## src/rtl/apb_pkg.sv

```systemverilog
// apb_pkg
//   Shared APB definitions: FSM state encoding and the {PSEL, PENABLE}
//   phase codes used to classify each bus cycle.
package apb_pkg;

   typedef enum logic {
      ST_IDLE   = 1'b0,
      ST_ACCESS = 1'b1
   } apb_state_t;

   // Phase codes are {PSEL, PENABLE}
   localparam logic [1:0] PH_IDLE   = 2'b00;
   localparam logic [1:0] PH_SETUP  = 2'b10;
   localparam logic [1:0] PH_ACCESS = 2'b11;

endpackage

```

## src/rtl/mem_sp_ram.sv

```systemverilog
// mem_sp_ram
//   Single-port RAM, DEPTH x WIDTH, synchronous write, combinational read.
//   Contents are deliberately not reset.
// Ports:
//   clk   - write clock
//   we    - write enable, sampled on the rising edge of clk
//   addr  - word address, shared by read and write
//   wdata - write data
//   rdata - read data, combinational from addr
module mem_sp_ram #(
   parameter int DEPTH = 64,
   parameter int WIDTH = 32,
   parameter int AW    = 6
) (
   input  logic             clk,
   input  logic             we,
   input  logic [AW-1:0]    addr,
   input  logic [WIDTH-1:0] wdata,
   output logic [WIDTH-1:0] rdata
);

   logic [WIDTH-1:0] mem [0:DEPTH-1];

   always_ff @(posedge clk) begin
      if (we) begin
         mem[addr] <= wdata;
      end
   end

   assign rdata = mem[addr];

endmodule

```

## src/rtl/apb_mem_slave.sv

```systemverilog
// apb_mem_slave
//   APB3 slave backed by a MEM_DEPTH-word RAM, with a fixed number of wait
//   states per transfer and a protocol-violation pulse output.
// Ports:
//   PCLK, PRESETn              - clock, async active-low reset
//   PSEL, PENABLE, PWRITE      - APB3 control
//   PADDR, PWDATA              - APB3 request address / write data
//   PREADY, PRDATA, PSLVERR    - APB3 response (all registered)
//   protocol_error             - one-cycle pulse per detected violation
//
// state     | meaning
// ----------+--------------------------------------------------------------
// ST_IDLE   | no transfer in flight; waiting for a setup phase
// ST_ACCESS | request latched; counting wait states, then completing
module apb_mem_slave
   import apb_pkg::*;
#(
   parameter int                    DATA_WIDTH  = 32,
   parameter int                    ADDR_WIDTH  = 32,
   parameter int                    MEM_DEPTH   = 64,
   parameter logic [ADDR_WIDTH-1:0] BASE_ADDR   = '0,
   parameter int                    WAIT_CYCLES = 2
) (
   input  logic                  PCLK,
   input  logic                  PRESETn,
   input  logic                  PSEL,
   input  logic [ADDR_WIDTH-1:0] PADDR,
   input  logic                  PENABLE,
   input  logic                  PWRITE,
   input  logic [DATA_WIDTH-1:0] PWDATA,
   output logic                  PREADY,
   output logic [DATA_WIDTH-1:0] PRDATA,
   output logic                  PSLVERR,
   output logic                  protocol_error
);

   localparam int                  IDX_W     = (MEM_DEPTH > 1) ? $clog2(MEM_DEPTH) : 1;
   localparam logic [ADDR_WIDTH:0] ADDR_LO   = {1'b0, BASE_ADDR};
   localparam logic [ADDR_WIDTH:0] ADDR_SPAN = (ADDR_WIDTH+1)'(4 * MEM_DEPTH);
   localparam logic [3:0]          WAIT_INIT = 4'(WAIT_CYCLES);

   apb_state_t state, state_next;

   logic [ADDR_WIDTH-1:0] addr_q;
   logic                  write_q;
   logic [DATA_WIDTH-1:0] wdata_q;
   logic [3:0]            wait_cnt;

   logic [1:0]            phase;
   logic                  do_setup, do_complete, do_abort, err_next, set_ready;

   logic [ADDR_WIDTH-1:0] sel_addr;
   logic                  sel_write;
   logic [ADDR_WIDTH:0]   addr_off;
   logic                  addr_ok;
   logic [IDX_W-1:0]      ram_addr;
   logic [DATA_WIDTH-1:0] ram_rdata;
   logic                  ram_we;

   assign phase = {PSEL, PENABLE};

   // In IDLE the response may be produced at the setup edge (zero wait
   // states), so decode the live bus; otherwise use the latched request.
   assign sel_addr  = (state == ST_IDLE) ? PADDR  : addr_q;
   assign sel_write = (state == ST_IDLE) ? PWRITE : write_q;

   // One extra bit catches addresses below BASE_ADDR as a borrow.
   assign addr_off = {1'b0, sel_addr} - ADDR_LO;
   assign addr_ok  = (sel_addr[1:0] == 2'b00) && !addr_off[ADDR_WIDTH] &&
                     (addr_off < ADDR_SPAN);
   assign ram_addr = IDX_W'(addr_off >> 2);

   always_ff @(posedge PCLK or negedge PRESETn) begin
      if (!PRESETn) begin
         state <= ST_IDLE;
      end else begin
         state <= state_next;
      end
   end

   always_comb begin
      state_next  = state;
      do_setup    = 1'b0;
      do_complete = 1'b0;
      do_abort    = 1'b0;
      err_next    = 1'b0;
      set_ready   = 1'b0;
      case (state)
         ST_IDLE: begin
            if (phase == PH_SETUP) begin
               do_setup   = 1'b1;
               set_ready  = (WAIT_CYCLES == 0);
               state_next = ST_ACCESS;
            end else if (phase == PH_ACCESS) begin
               err_next = 1'b1;
            end
         end
         ST_ACCESS: begin
            if (phase != PH_ACCESS) begin
               do_abort   = 1'b1;
               err_next   = 1'b1;
               state_next = ST_IDLE;
            end else if (PREADY) begin
               do_complete = 1'b1;
               state_next  = ST_IDLE;
            end else begin
               set_ready = (wait_cnt == 4'd1);
            end
         end
         default: state_next = ST_IDLE;
      endcase
   end

   // Memory is only ever written at the completion edge of a valid write.
   assign ram_we = do_complete && write_q && addr_ok;

   always_ff @(posedge PCLK or negedge PRESETn) begin
      if (!PRESETn) begin
         addr_q         <= '0;
         write_q        <= 1'b0;
         wdata_q        <= '0;
         wait_cnt       <= '0;
         PREADY         <= 1'b0;
         PSLVERR        <= 1'b0;
         PRDATA         <= '0;
         protocol_error <= 1'b0;
      end else begin
         protocol_error <= err_next;

         if (do_setup) begin
            addr_q   <= PADDR;
            write_q  <= PWRITE;
            wdata_q  <= PWDATA;
            wait_cnt <= WAIT_INIT;
         end else if (do_abort) begin
            wait_cnt <= '0;
         end else if (state == ST_ACCESS && wait_cnt != 4'd0) begin
            wait_cnt <= wait_cnt - 4'd1;
         end

         if (do_complete || do_abort) begin
            PREADY  <= 1'b0;
            PSLVERR <= 1'b0;
            PRDATA  <= '0;
         end else if (set_ready) begin
            PREADY  <= 1'b1;
            PSLVERR <= !addr_ok;
            PRDATA  <= (addr_ok && !sel_write) ? ram_rdata : '0;
         end
      end
   end

   mem_sp_ram #(
      .DEPTH (MEM_DEPTH),
      .WIDTH (DATA_WIDTH),
      .AW    (IDX_W)
   ) u_ram (
      .clk   (PCLK),
      .we    (ram_we),
      .addr  (ram_addr),
      .wdata (wdata_q),
      .rdata (ram_rdata)
   );

endmodule

```

## config.mk

```make
export PLATFORM = sky130hd
export DESIGN_NAME = apb_mem_slave
export DESIGN_NICKNAME = d
export VERILOG_FILES = /design/src/rtl/apb_pkg.sv /design/src/rtl/mem_sp_ram.sv /design/src/rtl/apb_mem_slave.sv
export SDC_FILE = /design/constraint.sdc
export NUM_CORES = 2
export LEC_CHECK = 0
export ABC_AREA = 1
export CAP_MARGIN = 20
export CORE_MARGIN = 2
export CORE_UTILIZATION = 30
export CTS_CLUSTER_SIZE = 8
export DETAILED_ROUTE_END_ITERATION = 8
export GPL_TIMING_DRIVEN = 1
export PLACE_DENSITY_LB_ADDON = 0.2
export SLEW_MARGIN = 20
export SYNTH_ARGS = -nofsm -noshare
export SYNTH_HDL_FRONTEND = slang
export SYNTH_SLANG_ARGS = --single-unit
```

## constraint.sdc

```tcl
create_clock -name PCLK -period 6.9 [get_ports PCLK]
set_input_delay 1.38 -clock PCLK [delete_from_list [all_inputs] [get_ports PCLK]]
set_output_delay 1.38 -clock PCLK [all_outputs]
set_load 0.02 [all_outputs]
```

Word-level counts from Yosys, hierarchy flattened. Memory sizes are Yosys's and may differ from the RTL's. Index checks and enable logic that the tools add are counted.

Bits in registers: 105. Memory bits (writable): 2048. Input port bits: 69. Output and inout bits: 35. Logic and storage cells: 59. Memories kept: 1.

$add $sub $neg: 1. Order comparisons: 1. Equal/unequal tests: 4. Muxes and demuxes: 30. Bitwise logic cells: 1. Reduce and logical (&&, ||, !) cells: 12.

Memories: u_ram.mem (words 64, width 32, read ports 1, clocked after Yosys merged registers in 0, wr ports 1, line mem_sp_ram.sv:22) `logic [WIDTH-1:0] mem [0:DEPTH-1];`.

Operator list (count): $mux W32 (4); $lt A32 B9 Y1 const B (1); $mux W1 (20); $mux W4 (3); $pmux W1 S2 (3); $logic_and A1 B1 Y1 (5); $eq A2 B2 Y1 const B (2); $eq A4 B1 Y1 const B (1); $reduce_bool A4 Y1 (1); $sub A4 B1 Y4 const B (1); $reduce_bool A3 Y1 (1); $logic_not A1 Y1 (2); $logic_not A2 Y1 (1); $ne A2 B2 Y1 const B (1); $reduce_bool A2 Y1 (1); $logic_or A1 B1 Y1 (1); $not A1 Y1 (1).

Logic depth before layout (Yosys ltp).
Depth after elaboration: 7. Gate-level depth with buffers: 18. Gate-level depth less buffers: 14.

By module. From an unflattened synthesis, not the netlist that was laid out.

Cells, all modules: 9026. Area total of the unflattened synthesis: 90704.5 um^2.

Modules (own cells, without submodules): mem_sp_ram (times used 1, cells an instance 8408, area an instance 85862.3 um^2, seq. area each 61499.0 um^2); apb_mem_slave (times used 1, cells an instance 618, area an instance 4842.1 um^2, seq. area each 2627.5 um^2).

Worst setup path after synthesis. OpenSTA, ideal clock, no wires.

Path type: input port to flip-flop. Start point: input PADDR[4]. End point: memory u_ram.mem[14][0], enable pin. Setup time: 0.421 ns. Data arrival time: 3.810 ns. Required time: 6.479 ns. Slack: 2.669 ns. Cell stages on the path: 8. Buffers on the path: 2. Cell sequence: inv_1 nand2_1 nand2_1 nor2_4 buf_4 buf_2 nand3_1 nor2_1.

Longest elaborated chain between the ends: 6.

Ends and longest elaborated chain: from (decl) (line apb_mem_slave.sv:27) `input logic [ADDR_WIDTH-1:0] PADDR,`; $mux W32 * (line apb_mem_slave.sv:64) `assign sel_addr = (state == ST_IDLE) ? PADDR : addr_q;`; $lt A32 B9 Y1 (line apb_mem_slave.sv:70) `(addr_off < ADDR_SPAN);`; $logic_and A1 B1 Y1 (line apb_mem_slave.sv:69) `assign addr_ok = (sel_addr[1:0] == 2'b00) && !addr_off[ADDR_WIDTH] &&`; $logic_and A1 B1 Y1 (line apb_mem_slave.sv:115) `assign ram_we = do_complete && write_q && addr_ok;`; $mux W1 (line mem_sp_ram.sv:25) `if (we) begin`; $mux W1 (not written as such) (line mem_sp_ram.sv:26) `mem[addr] <= wdata;`; to (decl) (line mem_sp_ram.sv:22).

Mark *: on every way between the ends. The rest lies on a longest branch, timed or not.

Worst setup path after layout.
Start point: register state. End point: register PRDATA[24].

Longest elaborated chain between the ends: 7. Elaborated cells between the ends (all ways): 17. Those cells by class: order compare: 1; mux: 8; bitwise: 1; reduce/logical: 6; memory: 1.

Ends and longest elaborated chain: from (decl) (line apb_mem_slave.sv:42) `apb_state_t state, state_next;`; from (signal assigned) (line apb_mem_slave.sv:77) `state <= state_next;`; $mux W32 (line apb_mem_slave.sv:64); $lt A32 B9 Y1 or $logic_not A2 Y1 (tied branches) (line apb_mem_slave.sv:70, apb_mem_slave.sv:69); $logic_and A1 B1 Y1 (line apb_mem_slave.sv:69); $logic_and A1 B1 Y1 (line apb_mem_slave.sv:148) `PRDATA <= (addr_ok && !sel_write) ? ram_rdata : '0;`; $mux W32 (line apb_mem_slave.sv:148); $mux W32 (line apb_mem_slave.sv:145) `end else if (set_ready) begin`; $mux W32 (line apb_mem_slave.sv:141) `if (do_complete || do_abort) begin`; to (signal assigned) (line apb_mem_slave.sv:148); to (decl) (line apb_mem_slave.sv:32) `output logic [DATA_WIDTH-1:0] PRDATA,`.

Parallel ways exist; a longest one is shown, timed or not. The select of a mux whose other input is x is not followed. A chain may end at the register's enable or synchronous reset.

==> out/qor.yml <==
status: "finished clean"
synth_area_per_cell_um2: 10.9
cp_slowest_cell: "buf_4"
synth-edff-count: 2048
path_clk_slew_ns: 0.05
r2r_slack_ns: 2.44
r2r_end: "PRDATA[24]$_DFFE_PN0P_"
slew_violations: 0
hold_path_class: "reg2reg"
drive_gt1_share_pct: 8.39
holdCritStartpoint: "addr_q[5]$_DFFE_PN0P_"
cts_buffer_depth: 4
ys.flop_type: "edfxtp_1"
post-route-cell-area_mm2: 0.105
p_seq_share_pct: 46.7
worst_skew_pair.late_latency_ns: 0.95
totalWireLength_mm: 295
grt_util_all_layers_pct: 19.1
grt_setup_unrepaired: "false"
required_ns: 7.75
post-route-min-period_ns: 4.46
fmax_ghz: 0.224
gp_congestion: 0.835
route.detailed.drc: 0
fillers: 29300
cp_data_arrival_time_ns: 5.31
synth_warnings: 0
netlist_area_mm2: 0.0895
io_buffers: 103
cap_violations: 0
clock-root-buffer: "clkbuf_16"
area_growth_pct: 16.8
die_height_um: 550
grt_max_degree: 157
path_class: "reg2reg"
fin_tns_setup_ns: 0
cts_tree: "yes"
nets: 8538
hold_depth: 2
clkPwrFrac_pct: 42.0
r2r-start: "state$_DFF_PN0_"
grt_overflow: 0
critPathMaxFanout: 156
p_sw_mw: 8.70
htree_levels: 5
holdWs_ns: 0.483
cp_cell_sequence: "buf_4, inv_4, nand2_2, nand2_8, buf_12, buf_4, nand2_1, nand3_1, nand4_1, nand2_1, nand2_1, nor2_1, nand3_1, nand2_1"
dieArea_mm2: 0.303
die_w_um: 550
cts.sinks: 2153
cp-start-kind: "flop"
vias: 59300
swShare_pct: 26.4
ant_nets: 0
dp_slack_ns: 1.68
clock_skew_ns: 0.0721
ir_drop_mv: 0.197
final_common_cell: "nand2_1"
core_area_mm2: 0.297
syn_nets: 8311
start_util_pct: 30.2
comb_power_share_pct: 11.3
holdPathEnd: "addr_q[5]$_DFFE_PN0P_"
synthCells: 8239
yosysUniqueCellTypes: 32
layout_common_cells: "nand2_1 (3470), edfxtp_1 (2048), inv_1 (793), nand3_1 (573), clkbuf_16 (325)"
reg2reg_depth: 14
dp_hpwl_mm: 167
yosysSeqAreaShare_pct: 71.6
routed_via_density: 4.74
slowest_delay_ns: 0.58
top_level_ports: 104
synth_async_sr_flop_share_pct: 4.88
post-route-period-util_pct: 64.6
grt_pass1_wl_mm: 418
place_area_mm2: 0.0960
post_cts_buffers: 0
cp_common_cell: "nand2_1"
dr.pass1.iters: 6
cts_resized: 0
slew_headroom_pct: 28.3
hold_viol_final: 0
row_count: 200
setup_viol: 0
leakagePower_nw: 41.0
power_density_mw_per_mm2: 315
first_global_vias: 56700
fin_ws_ns: 2.44
holdBufCountCts: 0
routedWlPerCell_um: 23.5
worstSetupEndpointType: "flop"
ys_ff_latch: 2153
drtIter0Drc: 5661
cts_buffers: 319
intPower_mw: 24.2
antenna_found_initial: 16
power_mw: 32.9
tightest_slew_ns: 1.07
==> through the flow <==
stage | cells | util (%)
after global placement | 12100 | 32.3
final | 12500 | 35.2
after floorplan | 8239 | -
after CTS | 12500 | 35.2
after global routing | 12500 | 35.2
after detailed placement | 12100 | 32.3
==> kinds of logic after synthesis <==
kind of cell | count (synthesis) | synth area share, %
flops | 2153 | 71.6
compound gates | 295 | 1.68
fa+ha+maj | 3 | 0.0419
buf+inv | 1204 | 5.63
simple gates | 4531 | 20.4
mux | 52 | 0.654
xor+xnor | 1 | 0.00979
==> critical path, delay by kind of cell (launching register included) <==
family / cells / cell delay [ns]
and+or+nand+nor: 10 / 1.98
DFF: 1 / 0.52
buffers and inverters: 4 / 1.50
==> layout make-up <==
| class | count | area, µm² | area share (%) |
|---|---|---|---|
| Timing Repair Buffer | 311 | 2940 | 2.81 |
| Tap cell | 3939 | 4930 | 4.71 |
| Sequential cell | 2153 | 64200 | 61.4 |
| Clock buffer | 414 | 8470 | 8.10 |
| Inverter | 799 | 3000 | 2.87 |
| Multi-Input combinational cell | 4882 | 20900 | 20.0 |
| Antenna cell | 10 | 25.0 | 0.0239 |
| Clock inverter | 8 | 83.8 | 0.0802 |
==> registers in the layout (all words and copies together), names as in the netlist <==
signal / cells
addr_q: 32
protocol_error: 1
PRDATA: 32
wdata_q: 32
PREADY: 1
u_ram.mem: 2048
state: 1
write_q: 1
wait_cnt: 4
PSLVERR: 1
==> cells in the mapped netlist, types with 2 or more instances <==
cell type | count | share of area (%)
dfrtp_1 | 105 | 2.9
buf_2 | 264 | 1.5
nand2_2 | 6 | 0.042
o21ai_1 | 77 | 0.43
a21oi_1 | 45 | 0.25
inv_2 | 5 | 0.021
nor3_2 | 6 | 0.067
nand3_1 | 573 | 3.2
buf_4 | 37 | 0.31
inv_1 | 793 | 3.3
clkbuf_1 | 79 | 0.33
ha_1 | 3 | 0.042
o21ai_2 | 2 | 0.020
nand3b_1 | 6 | 0.050
buf_6 | 6 | 0.075
nand4_1 | 126 | 0.88
nor2_4 | 4 | 0.050
and2_1 | 21 | 0.15
nand3_2 | 2 | 0.022
nand2_1 | 3472 | 15
o21ai_0 | 168 | 0.94
edfxtp_1 | 2048 | 69
nor2_1 | 308 | 1.3
nor3_1 | 6 | 0.034
mux2_2 | 52 | 0.65
buf_1 | 19 | 0.080
==> worst max-delay path by stage <==
stage / start / end / cells after the start
4_1_cts: state$_DFF_PN0_ / PRDATA[24]$_DFFE_PN0P_ / 14
5_1_grt: state$_DFF_PN0_ / PRDATA[24]$_DFFE_PN0P_ / 14
6_report: state$_DFF_PN0_ / PRDATA[24]$_DFFE_PN0P_ / 14
3_5_place_dp: PADDR[2] / PRDATA[29]$_DFFE_PN0P_ / 14
2_1_floorplan: PADDR[4] / u_ram.mem[14][0]$_DFFE_PP_ / 8
3_3_place_gp: PADDR[2] / PRDATA[24]$_DFFE_PN0P_ / 13
==> metal layers <==
layer  up-vias  wire (µm)  track usage [%]
met3       436      17700             2.70
met1     29400     129000             26.2
li1      27500          -                -
met4         0       9840             6.42
met5         -          0                0
met2      1949     138000             31.1
==> power by group through the flow <==
stage                     combinational, mW  sequential, mW  clock [mW]
after floorplan                        1.77            15.7           0
after global placement                 3.72            15.6           0
after detailed placement               3.73            15.6           0
after CTS                              3.74            15.4        14.1
after global routing                   4.03            15.4        14.6
final                                  3.72            15.4        13.8
(Power assumes the default switching activity.)
